==> src/rtl/tag_ram_ctrl.sv <==
// tag_ram_ctrl: initiator-side controller for a 2^AW x DW 1R1W synchronous
// tag RAM. Clears every entry after reset or on flush, then serves a lookup
// port (fixed one-cycle response latency) and an update port.
// Optional build macro: TAG_RAM_CTRL_BYPASS_EN -- forward update data to a
// lookup of the same address in the same cycle instead of stalling it.
module tag_ram_ctrl #(
    parameter int unsigned   AW          = 7,
    parameter int unsigned   DW          = 23,
    parameter logic [DW-1:0] CLEAR_VALUE = '0
) (
    input  logic          clk,
    input  logic          rst,
    input  logic          lkp_valid,
    output logic          lkp_ready,
    input  logic [AW-1:0] lkp_addr,
    output logic          rsp_valid,
    output logic [DW-1:0] rsp_data,
    input  logic          upd_valid,
    output logic          upd_ready,
    input  logic [AW-1:0] upd_addr,
    input  logic [DW-1:0] upd_data,
    input  logic          flush_req,
    output logic          busy,
    output logic [AW-1:0] ram_raddr,
    output logic          ram_re,
    input  logic [DW-1:0] ram_rd,
    output logic [AW-1:0] ram_waddr,
    output logic [DW-1:0] ram_wr,
    output logic          ram_we
);

    typedef enum logic {
        SWEEP = 1'b0,
        RUN   = 1'b1
    } state_t;

    state_t        state_q, state_d;
    logic [AW-1:0] cnt_q, cnt_d;
    logic          rsp_valid_q, rsp_valid_d;
    logic          collide;
    logic          lkp_fire;

    // Next-state, sweep counter and all RAM/handshake outputs.
    always_comb begin
        state_d   = state_q;
        cnt_d     = cnt_q;
        lkp_ready = 1'b0;
        upd_ready = 1'b0;
        ram_we    = 1'b0;
        ram_waddr = upd_addr;
        ram_wr    = upd_data;
        collide   = lkp_valid && upd_valid && (lkp_addr == upd_addr);
        unique case (state_q)
            SWEEP: begin
                // rst gates the write so no clear is issued while reset is held
                ram_we    = !rst;
                ram_waddr = cnt_q;
                ram_wr    = CLEAR_VALUE;
                cnt_d     = cnt_q + 1'b1;
                if (cnt_q == '1) begin
                    state_d = RUN;
                end
            end
            RUN: begin
                if (flush_req) begin
                    state_d = SWEEP;
                    cnt_d   = '0;
                end else begin
                    upd_ready = 1'b1;
`ifdef TAG_RAM_CTRL_BYPASS_EN
                    lkp_ready = 1'b1;
`else
                    lkp_ready = !collide;
`endif
                    ram_we    = upd_valid;
                end
            end
        endcase
        lkp_fire    = lkp_valid && lkp_ready;
        rsp_valid_d = lkp_fire;
    end

    assign ram_re    = lkp_fire;
    assign ram_raddr = lkp_addr;
    assign busy      = (state_q == SWEEP);
    assign rsp_valid = rsp_valid_q;

    // State, sweep counter and response-valid registers.
    always_ff @(posedge clk or posedge rst) begin
        if (rst) begin
            state_q     <= SWEEP;
            cnt_q       <= '0;
            rsp_valid_q <= 1'b0;
        end else begin
            state_q     <= state_d;
            cnt_q       <= cnt_d;
            rsp_valid_q <= rsp_valid_d;
        end
    end

`ifdef TAG_RAM_CTRL_BYPASS_EN
    logic          fwd_q, fwd_d;
    logic [DW-1:0] fwd_data_q, fwd_data_d;

    // Forward select only changes on an accepted lookup so rsp_data holds when idle.
    always_comb begin
        fwd_d      = fwd_q;
        fwd_data_d = fwd_data_q;
        if (lkp_fire) begin
            fwd_d = collide;
            if (collide) begin
                fwd_data_d = upd_data;
            end
        end
    end

    // Forward flag and captured update data.
    always_ff @(posedge clk or posedge rst) begin
        if (rst) begin
            fwd_q      <= 1'b0;
            fwd_data_q <= '0;
        end else begin
            fwd_q      <= fwd_d;
            fwd_data_q <= fwd_data_d;
        end
    end

    assign rsp_data = fwd_q ? fwd_data_q : ram_rd;
`else
    assign rsp_data = ram_rd;
`endif

endmodule

==> config.mk <==
export PLATFORM = sky130hd
export DESIGN_NAME = tag_ram_ctrl
export DESIGN_NICKNAME = d
export VERILOG_FILES = /design/src/rtl/tag_ram_ctrl.sv
export SDC_FILE = /design/constraint.sdc
export NUM_CORES = 1
export LEC_CHECK = 0
export BUFFER_PORTS_ARGS = -buffer_cell sky130_fd_sc_hd__buf_4
export CAP_MARGIN = 20
export CORE_MARGIN = 1.5
export CORE_UTILIZATION = 28
export DETAILED_ROUTE_END_ITERATION = 8
export GPL_ROUTABILITY_DRIVEN = 0
export GPL_TIMING_DRIVEN = 0
export PLACE_DENSITY_LB_ADDON = 0.2
export SETUP_SLACK_MARGIN = 0.5
export SLEW_MARGIN = 40
export SYNTH_ARGS = -nofsm -noshare
export SYNTH_HDL_FRONTEND = slang
export SYNTH_SLANG_ARGS = --single-unit
==> constraint.sdc <==
create_clock -name clk -period 1.6 [get_ports clk]
set_clock_uncertainty 0.2 [all_clocks]
set_input_delay 0.24 -clock clk [delete_from_list [all_inputs] [get_ports clk]]
set_output_delay 0.24 -clock clk [all_outputs]
set_load 0.1 [all_outputs]
==> metrics.yaml <==
rsz0062_at_grt: "yes"
violations: "hold timing, setup timing"
postRouteWirelength_um: 4050
crit_path_max_incr_delay_ns: 0.48
clk_pin_slew_ns: 0.07
cts_tree: "yes"
cts_num_sinks: 9
p_sw_share_pct: 55.5
ff2ff_path_depth: 5
grt_max_degree: 11
finalCritPeriodShare_pct: 116
postSynthNetCount: 186
fmax_ghz: 0.537
switchingPower_mw: 1.78
stdcell_count: 293
path_class: "flop to output pin"
diodes: 0
layout_setup_ws_ns: -0.263
vias: 1334
areaGrowthSynthToFinish_pct: 184
track_usage_pct: 19.4
root_buffer: "clkbuf_4"
cp_max_fo: 7
num_rows: 21
arrival_ns: 1.42
total_power_mw: 3.21
crit_family: "flip-flops"
ir_drop_mv: 0.880
seqPwrFrac_pct: 14.5
timing.hold.ws_ns: -0.00227
grt_pass1_vias: 1333
leakagePower_nw: 1.31
cp_num_buf_inv: 2
netlist_instances: 120
drv_slew: 0
port_buffers: 107
path_cells: "buf_8 > mux2_4 > buf_12"
timing_hold_violations_final: 1
min_path_cells: 2
grt_pass1_wl_um: 6130
power_frac_clock_pct: 6.0
ant_nets: 0
layout-drive-gt1-share_pct: 86.2
p_per_area_mw_per_mm2: 1150
dieWidth_um: 62.2
fin_crit_ns: 1.86
seq_area_frac_synth_pct: 22.9
fin_area_mm2: 0.00279
hp-class: "input pin to flop"
required_ns: 1.16
start_util_pct: 29.2
synth_cell_types: 26
antenna_found_initial: 0
drc_errors: 0
core-area_mm2: 0.00336
tightest_slew_ns: 0.415
maxCapViolations: 0
synth.cell_area_um2: 982
dpl_cell_area_mm2: 0.00200
startpoint_type: "flop"
synth_top_area_cell: "buf_4"
viasPerCell: 4.55
cts_made_buffers: 3
syn_area_per_cell_um2: 8.18
clk_path_buf_depth: 2
drtIter0Drc: 20
wl_per_cell_um: 13.8
boundaryPins: 131
ys_warn_count: 0
die_area_mm2: 0.00387
clk_latency_ns: 0.28
comb_power_share_pct: 79.5
cts_max_level: 1
overflow: 0
drt_pass1_iterations: 6
slowest_stage: "dfrtp_2"
nets: 314
ys_ff_latch: 9
dpl.cell_count: 273
synth_area_leaders: "buf_4, dfrtp_1, and2_1"
p_int_mw: 1.43
finalSetupViolCount: 36
cp.depth: 3
status: "complete, but fails checks"
die_y_um: 62.2
end_kind: "output pin"
slew-limit-headroom_pct: 72.1
yosysTopAreaCellShare_pct: 23.7
dp_hpwl_um: 2530
-- path summary, 6_finish.rpt --
kind	from	end	slack, ns
worst min-delay path	flush_req	cnt_q[1]$_DFFE_PP0N_	-0.002
worst max register to register	state_q$_DFF_PP0_	cnt_q[5]$_DFFE_PP0N_	-0.11
worst min register to register	cnt_q[5]$_DFFE_PP0N_	cnt_q[5]$_DFFE_PP0N_	0.38
worst max-delay path	state_q$_DFF_PP0_	ram_waddr[1]	-0.26
max in group asynchronous	rst	rsp_valid$_DFF_PP0_	0.59
min in group asynchronous	rst	cnt_q[1]$_DFFE_PP0N_	0.31
-- cells in the mapped netlist, drive strengths merged --
master and count:
a21oi 2, a31o 1, a31oi 2, a41oi 1
and2 23, and3 1, buf 31, clkbuf 4
dfrtp 9, ha 1, inv 3, mux2 6
nand2 10, nand2b 1, nand3 3, nand3b 1
nand4b 1, nor4 2, o211ai 1, o21ai 4
o22ai 2, o2bb2ai 1, o31ai 2, xnor2 1
xor2 7
-- per-stage QoR --
step	util, %	TNS, ns	hold slack (ns)	worst slack, ns
CTS	81.0	-5.82	0.00504	-0.239
global placement	59.5	-6.11	0.0530	-0.454
global route	83.0	-7.61	0.00487	-0.289
detailed placement	59.5	-6.06	0.0598	-0.456
finish	83.0	-6.37	-0.00227	-0.263
floorplan	-	-1.99	-0.132	-0.386
-- cell type report --
type	instances	area, um2
plain buffers	35	282
clock buffers	4	26.3
fillers	185	571
inverters	3	18.8
multi-input cells	73	756
flip-flops and latches	9	228
well taps	46	57.6
repair buffers	123	1430
-- power by group through the flow --
stage          sequential, mW  combinational [mW]  clock, mW
6_report                0.465                2.55      0.193
5_1_grt                 0.478                2.64      0.202
4_1_cts                 0.439                2.47      0.189
3_5_place_dp            0.442                1.92          0
3_3_place_gp            0.439                1.92          0
2_1_floorplan           0.414                1.59          0
-- flip-flops by register name (all words and copies together), names as in the netlist --
register   count
cnt_q          7
rsp_valid      1
state_q        1
-- layout by cell type, fill, tap and decap left out, types with 3 or more instances in the layout --
master / instances
and2_4: 23
xor2_1: 4
buf_6: 13
buf_8: 12
buf_12: 30
dfrtp_1: 7
mux2_4: 6
xor2_2: 3
buf_4: 100
clkbuf_4: 3
nand2_1: 7
-- repair_timing --
| action | in CTS | in global routing |
|---|---|---|
| cloned | 1 | 0 |
| pin swaps | 24 | 5 |
| setup endpoints to repair | 52 | 47 |
| endpoints found under the hold margin | 9 | 0 |
| resized for setup | 146 | 9 |
| hold buffers | 1 | 0 |
| setup buffers | 12 | 2 |
-- kinds of logic (layout without fill, tap and decap cells) --
family / Yosys count / after routing / synth area share [%]
muxes: 6 / 6 / 6.88
DFF: 9 / 9 / 22.9
adders and majority gates: 1 / 1 / 1.27
AOI/OAI and AO/OA: 16 / 16 / 10.6
and+or+nand+nor: 42 / 42 / 24.7
xor gates and xnor gates: 8 / 8 / 7.13
buffers and inverters: 38 / 165 / 26.5
-- metal layers --
| layer | up-vias | share of wire [%] | track usage (%) |
|---|---|---|---|
| met5 | - | 0 | 0 |
| met4 | 0 | 0.94 | 4.17 |
| met3 | 4 | 8.5 | 5.43 |
| met2 | 84 | 58 | 37.8 |
| met1 | 622 | 32 | 20.5 |
| li1 | 624 | - | - |
No activity file was read; power rests on OpenSTA's default activity.
